--- src/rtl/draw_engine_pkg.sv ---
// Shared constants for the draw engine and the game controller: ld_draw codes, geometry, colours, FSM states.
// Latency: n/a (definitions only).
// Backpressure: n/a.
package draw_engine_pkg;

   // Screen extent of the VGA adaptor
   localparam int SCREEN_W = 160;
   localparam int SCREEN_H = 120;

   // Brick grid geometry
   localparam int BRICK_W   = 24;
   localparam int BRICK_H   = 6;
   localparam int BRICK_GAP = 2;
   localparam int BRICK_X0  = 2;
   localparam int BRICK_Y0  = 10;
   localparam int BRICKS_PER_ROW = 6;

   // Paddle and ball geometry
   localparam int PADDLE_W = 20;
   localparam int PADDLE_H = 3;
   localparam int PADDLE_Y = 112;
   localparam int BALL_SZ  = 2;

   // Old-position values after reset
   localparam logic [7:0] PADDLE_X_INIT = 8'd70;
   localparam logic [7:0] BALL_X_INIT   = 8'd79;
   localparam logic [6:0] BALL_Y_INIT   = 7'd100;

   // Colours
   localparam logic [2:0] BRICK_COL  = 3'b100;
   localparam logic [2:0] PADDLE_COL = 3'b111;
   localparam logic [2:0] BALL_COL   = 3'b010;
   localparam logic [2:0] BG_COL     = 3'b000;

   // ld_draw command codes shared with the controller
   localparam logic [4:0] CODE_NONE         = 5'd0;
   localparam logic [4:0] CODE_BRICK_FIRST  = 5'd1;
   localparam logic [4:0] CODE_BRICK_LAST   = 5'd12;
   localparam logic [4:0] CODE_ERASE_PADDLE = 5'd13;
   localparam logic [4:0] CODE_DRAW_PADDLE  = 5'd14;
   localparam logic [4:0] CODE_ERASE_BALL   = 5'd15;
   localparam logic [4:0] CODE_DRAW_BALL    = 5'd16;
   localparam logic [4:0] CODE_REMOVE_FIRST = 5'd17;
   localparam logic [4:0] CODE_REMOVE_LAST  = 5'd28;

   typedef enum logic [1:0] {
      ST_IDLE = 2'd0,
      ST_SCAN = 2'd1,
      ST_DONE = 2'd2
   } state_t;

endpackage

--- src/rtl/draw_engine_geom_lut.sv ---
// Resolves an ld_draw code plus current/old positions into a rectangle origin, size and colour.
// Latency: purely combinational.
// Backpressure: none; outputs only meaningful for codes 1..28.
module draw_geom_lut
   import draw_engine_pkg::*;
(
   input  logic [4:0] code,
   input  logic [7:0] paddle_x,
   input  logic [7:0] ball_x,
   input  logic [6:0] ball_y,
   input  logic [7:0] old_px,
   input  logic [7:0] old_bx,
   input  logic [6:0] old_by,
   output logic [7:0] x0,
   output logic [6:0] y0,
   output logic [7:0] w,
   output logic [6:0] h,
   output logic [2:0] colour
);

   logic [3:0] brick_k;
   logic [3:0] brick_col;
   logic [3:0] brick_row;

   // Zero-based brick index: draw codes 1..12 and remove codes 17..28 map to the same bricks
   assign brick_k   = (code <= CODE_BRICK_LAST) ? 4'(code - CODE_BRICK_FIRST) : 4'(code - CODE_REMOVE_FIRST);
   assign brick_col = brick_k % 4'(BRICKS_PER_ROW);
   assign brick_row = brick_k / 4'(BRICKS_PER_ROW);

   // Rectangle selection by code class
   always_comb begin
      x0     = 8'd0;
      y0     = 7'd0;
      w      = 8'd0;
      h      = 7'd0;
      colour = BG_COL;
      if ((code >= CODE_BRICK_FIRST && code <= CODE_BRICK_LAST) ||
          (code >= CODE_REMOVE_FIRST && code <= CODE_REMOVE_LAST)) begin
         x0     = 8'(BRICK_X0) + 8'(brick_col) * 8'(BRICK_W + BRICK_GAP);
         y0     = 7'(BRICK_Y0) + 7'(brick_row) * 7'(BRICK_H + BRICK_GAP);
         w      = 8'(BRICK_W);
         h      = 7'(BRICK_H);
         colour = (code <= CODE_BRICK_LAST) ? BRICK_COL : BG_COL;
      end else if (code == CODE_ERASE_PADDLE || code == CODE_DRAW_PADDLE) begin
         x0     = (code == CODE_DRAW_PADDLE) ? paddle_x : old_px;
         y0     = 7'(PADDLE_Y);
         w      = 8'(PADDLE_W);
         h      = 7'(PADDLE_H);
         colour = (code == CODE_DRAW_PADDLE) ? PADDLE_COL : BG_COL;
      end else if (code == CODE_ERASE_BALL || code == CODE_DRAW_BALL) begin
         x0     = (code == CODE_DRAW_BALL) ? ball_x : old_bx;
         y0     = (code == CODE_DRAW_BALL) ? ball_y : old_by;
         w      = 8'(BALL_SZ);
         h      = 7'(BALL_SZ);
         colour = (code == CODE_DRAW_BALL) ? BALL_COL : BG_COL;
      end
   end

endmodule

--- src/rtl/draw_engine.sv ---
// Latches a new ld_draw code and rasterises its rectangle, one registered pixel per clk.
// Latency: accept at edge N, first pixel and busy from N+1; w*h plot cycles then one DONE cycle.
// Backpressure: none; ld_draw changes are ignored until the rectangle completes and the FSM is back in IDLE.
module draw_engine
   import draw_engine_pkg::*;
(
   input  logic        clk,
   input  logic        resetn,
   input  logic [4:0]  ld_draw,
   input  logic [7:0]  paddle_x,
   input  logic [7:0]  ball_x,
   input  logic [6:0]  ball_y,
   output logic [28:0] busy,
   output logic [7:0]  x,
   output logic [6:0]  y,
   output logic [2:0]  colour,
   output logic        plot
);

   state_t     state, state_n;
   logic [4:0] code_q, code_n;
   logic [7:0] x0_q, x0_n, w_q, w_n, cnt_x, cnt_x_n;
   logic [6:0] y0_q, y0_n, h_q, h_n, cnt_y, cnt_y_n;
   logic [2:0] col_q, col_n;
   logic [4:0] last_code, last_code_n;
   logic [7:0] old_px, old_px_n, old_bx, old_bx_n;
   logic [6:0] old_by, old_by_n;
   logic [27:0] busy_hi, busy_hi_n;
   logic [7:0] x_n;
   logic [6:0] y_n;
   logic [2:0] colour_n;
   logic       plot_n;

   logic [7:0] lut_x0, lut_w;
   logic [6:0] lut_y0, lut_h;
   logic [2:0] lut_col;
   logic       accept;
   logic       last_px;

   // Code 0 never executes, so its busy bit is a constant
   assign busy = {busy_hi, 1'b0};

   draw_geom_lut u_geom (
      .code     (ld_draw),
      .paddle_x (paddle_x),
      .ball_x   (ball_x),
      .ball_y   (ball_y),
      .old_px   (old_px),
      .old_bx   (old_bx),
      .old_by   (old_by),
      .x0       (lut_x0),
      .y0       (lut_y0),
      .w        (lut_w),
      .h        (lut_h),
      .colour   (lut_col)
   );

   assign accept  = (state == ST_IDLE) && (ld_draw >= CODE_BRICK_FIRST) &&
                    (ld_draw <= CODE_REMOVE_LAST) && (ld_draw != last_code);
   assign last_px = (cnt_x == w_q - 8'd1) && (cnt_y == h_q - 7'd1);

   // Next-state, counter and registered-output computation
   always_comb begin
      state_n     = state;
      code_n      = code_q;
      x0_n        = x0_q;
      y0_n        = y0_q;
      w_n         = w_q;
      h_n         = h_q;
      col_n       = col_q;
      cnt_x_n     = cnt_x;
      cnt_y_n     = cnt_y;
      last_code_n = last_code;
      old_px_n    = old_px;
      old_bx_n    = old_bx;
      old_by_n    = old_by;
      busy_hi_n   = 28'd0;
      plot_n      = 1'b0;
      x_n         = x;
      y_n         = y;
      colour_n    = colour;
      case (state)
         ST_IDLE: begin
            if (ld_draw == CODE_NONE) begin
               last_code_n = CODE_NONE;
            end
            if (accept) begin
               state_n   = ST_SCAN;
               code_n    = ld_draw;
               x0_n      = lut_x0;
               y0_n      = lut_y0;
               w_n       = lut_w;
               h_n       = lut_h;
               col_n     = lut_col;
               cnt_x_n   = 8'd0;
               cnt_y_n   = 7'd0;
               busy_hi_n = 28'd1 << (ld_draw - 5'd1);
               plot_n    = 1'b1;
               x_n       = lut_x0;
               y_n       = lut_y0;
               colour_n  = lut_col;
            end
         end
         ST_SCAN: begin
            if (last_px) begin
               state_n = ST_DONE;
            end else begin
               if (cnt_x == w_q - 8'd1) begin
                  cnt_x_n = 8'd0;
                  cnt_y_n = cnt_y + 7'd1;
               end else begin
                  cnt_x_n = cnt_x + 8'd1;
               end
               busy_hi_n = busy_hi;
               plot_n    = 1'b1;
               x_n       = x0_q + cnt_x_n;
               y_n       = y0_q + cnt_y_n;
            end
         end
         ST_DONE: begin
            state_n     = ST_IDLE;
            last_code_n = code_q;
            if (code_q == CODE_DRAW_PADDLE) begin
               old_px_n = x0_q;
            end
            if (code_q == CODE_DRAW_BALL) begin
               old_bx_n = x0_q;
               old_by_n = y0_q;
            end
         end
         default: state_n = ST_IDLE;
      endcase
   end

   // State, command latches and registered outputs
   always_ff @(posedge clk or negedge resetn) begin
      if (!resetn) begin
         state     <= ST_IDLE;
         code_q    <= 5'd0;
         x0_q      <= 8'd0;
         y0_q      <= 7'd0;
         w_q       <= 8'd0;
         h_q       <= 7'd0;
         col_q     <= 3'd0;
         cnt_x     <= 8'd0;
         cnt_y     <= 7'd0;
         last_code <= CODE_NONE;
         old_px    <= PADDLE_X_INIT;
         old_bx    <= BALL_X_INIT;
         old_by    <= BALL_Y_INIT;
         busy_hi   <= 28'd0;
         plot      <= 1'b0;
         x         <= 8'd0;
         y         <= 7'd0;
         colour    <= 3'd0;
      end else begin
         state     <= state_n;
         code_q    <= code_n;
         x0_q      <= x0_n;
         y0_q      <= y0_n;
         w_q       <= w_n;
         h_q       <= h_n;
         col_q     <= col_n;
         cnt_x     <= cnt_x_n;
         cnt_y     <= cnt_y_n;
         last_code <= last_code_n;
         old_px    <= old_px_n;
         old_bx    <= old_bx_n;
         old_by    <= old_by_n;
         busy_hi   <= busy_hi_n;
         plot      <= plot_n;
         x         <= x_n;
         y         <= y_n;
         colour    <= colour_n;
      end
   end

endmodule

--- config.mk ---
export PLATFORM = sky130hd
export DESIGN_NAME = draw_engine
export DESIGN_NICKNAME = d
export VERILOG_FILES = /design/src/rtl/draw_engine_pkg.sv /design/src/rtl/draw_engine_geom_lut.sv /design/src/rtl/draw_engine.sv
export SDC_FILE = /design/constraint.sdc
export NUM_CORES = 1
export LEC_CHECK = 0
export ABC_AREA = 1
export CAP_MARGIN = 40
export CORE_MARGIN = 8
export CORE_UTILIZATION = 64
export CTS_CLUSTER_SIZE = 24
export DETAILED_ROUTE_END_ITERATION = 8
export DONT_BUFFER_PORTS = 1
export PLACE_DENSITY = 0.88
export SLEW_MARGIN = 20
export SYNTH_ARGS = -nofsm -noshare
export SYNTH_HDL_FRONTEND = slang
export SYNTH_SLANG_ARGS = --single-unit
--- constraint.sdc ---
create_clock -name clk -period 3.7 [get_ports clk]
set_input_delay 1.11 -clock clk [delete_from_list [all_inputs] [get_ports clk]]
set_output_delay 1.11 -clock clk [all_outputs]
set_load 0.02 [all_outputs]
# ---- Word-level counts from Yosys, hierarchy flattened
# Index checks and enable logic that the tools add are counted.
dict set report totals {
  reg_bits 127
  in_bits 30
  out_inout_bits 48
}
dict set report op_classes {
  n_addsub 10
  mul 1
  n_div 2
  order_cmp 4
  n_eq_ne 15
  n_shift 1
  mux 51
  n_reduce_logical 19
}
# op count
set ops {}
lappend ops {{2-to-1 mux 8 bit} 14}
lappend ops {{2-to-1 mux 7 bit} 13}
lappend ops {{2-to-1 mux 28 bit} 2}
lappend ops {{one-hot mux 28 bit (2 select lines)} 1}
lappend ops {{one-hot mux 8 bit (2 select lines)} 2}
lappend ops {{one-hot mux 7 bit (2 select lines)} 2}
lappend ops {{left shift 1 x 5 -> 28 bit (first input constant)} 1}
lappend ops {{== test 5 x 4 -> 1 bit (second input constant)} 4}
lappend ops {{2-to-1 mux 3 bit} 5}
lappend ops {{== test 5 bit (second input constant)} 2}
lappend ops {{2-to-1 mux 2 bit} 5}
lappend ops {{one-hot mux 5 bit (2 select lines)} 1}
lappend ops {{AND reduction 2 bit} 5}
lappend ops {{adder 2 x 8 -> 8 bit (first input constant)} 1}
lappend ops {{adder 8 x 1 -> 8 bit (second input constant)} 1}
lappend ops {{adder 8 bit} 1}
lappend ops {{== test 8 bit} 1}
lappend ops {{subtractor 8 x 1 -> 8 bit (second input constant)} 1}
lappend ops {{adder 4 x 7 -> 7 bit (first input constant)} 1}
lappend ops {{adder 7 x 1 -> 7 bit (second input constant)} 1}
lappend ops {{adder 7 bit} 1}
lappend ops {{== test 7 bit} 1}
lappend ops {{multiplier 4 x 4 -> 7 bit (second input constant)} 1}
lappend ops {{subtractor 7 x 1 -> 7 bit (second input constant)} 1}
lappend ops {{24 further kinds} 35}

# ---- Logic depth before layout (Yosys ltp)
dict set report depth {
  ltp_word 8
  ltp_mapped 26
  mapped_depth_nobuf 26
}

# ---- By module
# A second synthesis with hierarchy kept.
dict set report unflattened {
  hier_cells 971
  area_unflattened_um2 7772.5
}
# mod n_inst cells_each area_each_um2
set by_module_without_submodules {}
lappend by_module_without_submodules {draw_engine 1 756 6486.2}
lappend by_module_without_submodules {draw_geom_lut 1 215 1286.2}

# ---- Worst setup path before layout
# Ideal clock, no wire load.
dict set report synth_timing {
  path_type {input port to flip-flop}
  startpoint {in ld_draw[3]}
  endpoint {reg x0_q[7]}
  setup_time_ns 0.126
  arrival_time_ns 4.200
  required_ns 3.574
  path_slack_ns -0.626
  cell_stages 23
  cell_sequence {nor2_2 nand2_1 nand2_1 inv_2 nand2_2 inv_1 ha_1 o21ai_2 inv_1 ha_1 ha_1 fa_1 inv_1 nor2_1 nand2_1 nand3_1 nand2_1 inv_1 nand2_1 nand3_1 nand2_1 nand2_1 o21ai_0}
}
dict set report synth_via {
  elab_chain_cells 6
  word_cells_on_any_way 29
  classes_between {3 x add/sub; 1 x mul; 1 x div; 4 x order compare; 5 x eq/ne; 6 x mux; 9 x reduce/logical}
}
# element line_no
set synth_rtl {}
lappend synth_rtl {{start, declared} draw_engine.sv:9} ;# input logic [4:0] ld_draw,
lappend synth_rtl {{subtractor 5 x 1 -> 5 bit (tied with other cells)} draw_engine_geom_lut.sv:26} ;# assign brick_k = (code <= CODE_BRICK_LAST) ? 4'(code - CODE_BRICK_FIRST) : 4'(code - CODE_REMOVE_FIRST);
lappend synth_rtl {{2-to-1 mux 4 bit} draw_engine_geom_lut.sv:26}
lappend synth_rtl {{remainder unit 4 x 3 -> 4 bit} draw_engine_geom_lut.sv:27} ;# assign brick_col = brick_k % 4'(BRICKS_PER_ROW);
lappend synth_rtl {{multiplier 4 x 4 -> 7 bit} draw_engine_geom_lut.sv:39} ;# x0 = 8'(BRICK_X0) + 8'(brick_col) * 8'(BRICK_W + BRICK_GAP);
lappend synth_rtl {{adder 2 x 8 -> 8 bit} draw_engine_geom_lut.sv:39}
lappend synth_rtl {{2-to-1 mux 8 bit} draw_engine_geom_lut.sv:37} ;# if ((code >= CODE_BRICK_FIRST && code <= CODE_BRICK_LAST) ||
lappend synth_rtl {{end signal, assigned} draw_engine.sv:159} ;# x0_q <= x0_n;
lappend synth_rtl {{end, declared} draw_engine.sv:22} ;# logic [7:0] x0_q, x0_n, w_q, w_n, cnt_x, cnt_x_n;
# Parallel ways exist; a longest one is shown, timed or not.
# A chain may end at the register's enable or synchronous reset.

# ---- Final worst setup path
dict set report layout_timing {
  startpoint {in ld_draw[1]}
  endpoint {reg x0_q[7]}
}
# Same word-level chain as after synthesis.

==> impl_results.md <==
* Count of cell types in the netlist at 48
* Psw at 2.027 mW
* Sequential Power Share at 0.386
* Slowest stage cell on the critical path: fa_2
* Grt ovf at 0
* Max Cap Violations at 0
* Setup crit end: x0_q[7]
* Hpwl dp at 13.78 mm
* WL/cell at 19.08 µm
* P per Cell Area at 649.9 nW/µm²
* Core area at 10320 µm²
* Post-Syn Nets at 916
* # nets final at 952
* Post-Syn Instances at 848
* Layout Skew at 0.007114 ns
* Final setup violation count at 0
* Clock network power share at 0.296
* Post-route cell area at 7959 µm²
* Antenna-violating nets left at 0
* Avg Cell Area, Syn at 8.043 µm²
* Crit end category: flip-flop
* Synth warn at 0
* Clk sink count at 117
* PortBufs at 0
* Reg2reg start: w_q[2]
* Layout area overhead at 16.69%
* Filler Cells Inserted at 646
* Fraction of registers with async set/reset at 1.000
* Die Height at 119.2 µm
* Crit-path cells: clkinvlp_4 -> ha_4 -> inv_2 -> nand2_2 -> nand2_4 -> nand4_1 -> nand2_2 -> inv_2 -> o21ai_4 -> inv_2 -> ha_4 -> ha_4 -> fa_2 -> inv_2 -> nor2_4 -> nand2_1 -> nand3_2 -> nand2_2 -> inv_2 -> nand2_1 -> nand3_2 -> nand2_1 -> nand2_2 -> o21ai_2
* Net Sw Frac at 0.3919
* Worst EP arrival at 4.03 ns
* Worst-path clk slew at 0.06 ns
* Num CTS Buffers at 17
* R2R cell count at 23
* Min cycle time layout at 3.618 ns
* Root buffer cell: clkbuf_8
* Vias in the first global route at 6450
* Vias per cell at 6.231
* Final RePlAce weighted congestion at 0.9811
* Sequential cell area at 2942 µm²
* # diodes at 0
* Slowest cell delay on critical path at 0.59 ns
* Post-synth top flop: dfrtp_1
* Internal power at 3.145 mW
* Max Slew Vio Count at 0
* H-tree level count at 4
* Num rows at 37
* Die Width at 119.2 µm
* First-pass GRT wire length at 31.39 mm
* CP Class: input port to flip-flop
* Total GRT Usage at 0.2750
* Peak supply drop at 514.7 µV
* TritonCTS clock tree: built
* LEAKAGE at 3.795 nW
* DRT iter0 DRCs at 790
* Reg2Reg Setup Slack at 0.26 ns
* Crit path launch: ld_draw[1]
* Die area at 14220 µm²
* Residual DRC at 0
* Worst-Margin Slew at 0.6738 ns
* Worst skew pair latency at 0.53 ns
* Comb power frac at 0.318
* Total number of vias at 6437
* Cell Area, Synth at 6820 µm²
* Setup ws final at 0.08165 ns
* Final Hold Viols at 0
* HP Class: input port to async pin
* Routed wire length at 19.71 mm
* Most common cell on crit path: inv_2
* Status: completed
* Dpl cell area at 7286 µm²
* Post-synthesis sequential area ratio at 0.4313
* I/O pins at 78
* Post-synth EDFFs at 0
* Worst Path Max Fanout at 5
* CP required at 4.11 ns
* CP Launch Type: input port
* Pre-CTS setup slack at -0.5525 ns
* Synthesis-stage register bit count at 117
* Max-Slew Margin vs Limit at 0.5494
* # hold bufs at CTS at 0
* Commonest cells after routing, fill and taps aside: 214 x nand2_1, 106 x dfrtp_1, 89 x inv_1
* Initial antenna violation count at 1
* Core Util, Final at 0.7709
* Most common cell after layout, fill and taps aside: nand2_1
* CTS max path bufs at 2
* Final worst path period share at 0.9779
* Crit Reg-Reg Endpoint: y[6]
* Max Freq at 276.4 MHz
* DR pass1 iterations at 6
* Starting density of the core at 0.6606
* Largest net degree at the start of global routing at 118
* Share of cells above drive strength 1 at 0.1795
* Multi-input logic area at 3572 µm²
## flip-flops by register name (all words and copies together), names as in the netlist
signal and count:
y 7, colour 3, state 2, old_px 8, old_by 7, last_code 5
code_q 5, x0_q 8, cnt_x 8, h_q 1, y0_q 7, w_q 4
cnt_y 7, old_bx 8, x 8, busy_hi 28, plot 1
## power by group through the flow
| stage | Clock (mW) | Combinational, mW | Sequential, mW |
|---|---|---|---|
| global route | 1.59 | 1.85 | 2.02 |
| CTS | 1.52 | 1.57 | 1.99 |
| finish | 1.53 | 1.65 | 2.00 |
| global placement | 0 | 1.44 | 2.00 |
| detailed placement | 0 | 1.54 | 2.01 |
| floorplan | 0 | 1.18 | 1.92 |
## area by class of cell
cell class,count,share of cell area
clock inverters,14,0.01619
flip-flops and latches,117,0.3696
multi-input cells,599,0.4488
clock buffers,18,0.05251
inverters,108,0.05188
well taps,136,0.02138
repair buffers,41,0.03962
## critical path, delay by kind of cell
| kind | cells | cell delay, ns |
|---|---|---|
| adders and majority gates | 4 | 1.27 |
| and+or+nand+nor | 12 | 1.07 |
| buffers and inverters | 6 | 0.37 |
| AOI/OAI and AO/OA | 2 | 0.22 |
## cells by family (layout without fill, tap and decap cells)
group / Yosys count / after routing / synth area share
muxes: 4 / 4 / 0.006421
DFF: 117 / 117 / 0.4313
xor gates and xnor gates: 31 / 31 / 0.03981
adders and majority gates: 38 / 38 / 0.07301
AOI/OAI and AO/OA: 173 / 173 / 0.1435
and+or+nand+nor: 352 / 352 / 0.2271
other: 1 / 1 / 0.0005498
buffers and inverters: 132 / 181 / 0.07833
## cells in the mapped netlist, types with 11 or more instances
cell     instances  share of area
o22ai_1         17          0.016
dfstp_2         11          0.042
xor2_1          25          0.032
nand3_1         54          0.040
ha_1            35          0.064
inv_1           97          0.053
o21ai_0         89          0.065
a21oi_1         27          0.020
dfrtp_1        106           0.39
nand2_1        221           0.12
o21ai_1         13         0.0095
nor2_1          37          0.020
## how the worst min path moves through the flow
stage                   start         end  depth (start not counted)
floorplan           code_q[1]   code_q[1]                          2
global placement    old_px[7]   old_px[7]                          2
detailed placement  old_px[1]   old_px[1]                          2
CTS                    resetn   old_px[4]                          0
global route           resetn  busy_hi[7]                          0
finish                 resetn   old_px[4]                          0
## repair_timing
item,in CTS,in global routing
cloned,0,0
gates resized for setup,0,29
setup endpoints to repair,2,5
pin swaps,0,14
buffers inserted,1,2
## through the flow
step	TNS (ns)	hold WS, ns	power [mW]	cells
floorplan	-1.253	0.4530	3.093	848
global placement	-1.718	0.4698	3.440	998
detailed placement	-2.550	0.4853	3.548	998
CTS	0	0.2704	5.084	1031
global route	-0.09789	0.2626	5.454	1033
finish	0	0.2744	5.172	1033
## layer usage
layer,part of all wire,track usage
met5,0.00041,0
met4,0.056,0.1613
met3,0.11,0.09022
met2,0.48,0.4499
met1,0.36,0.3098
(Power assumes the default switching activity.)
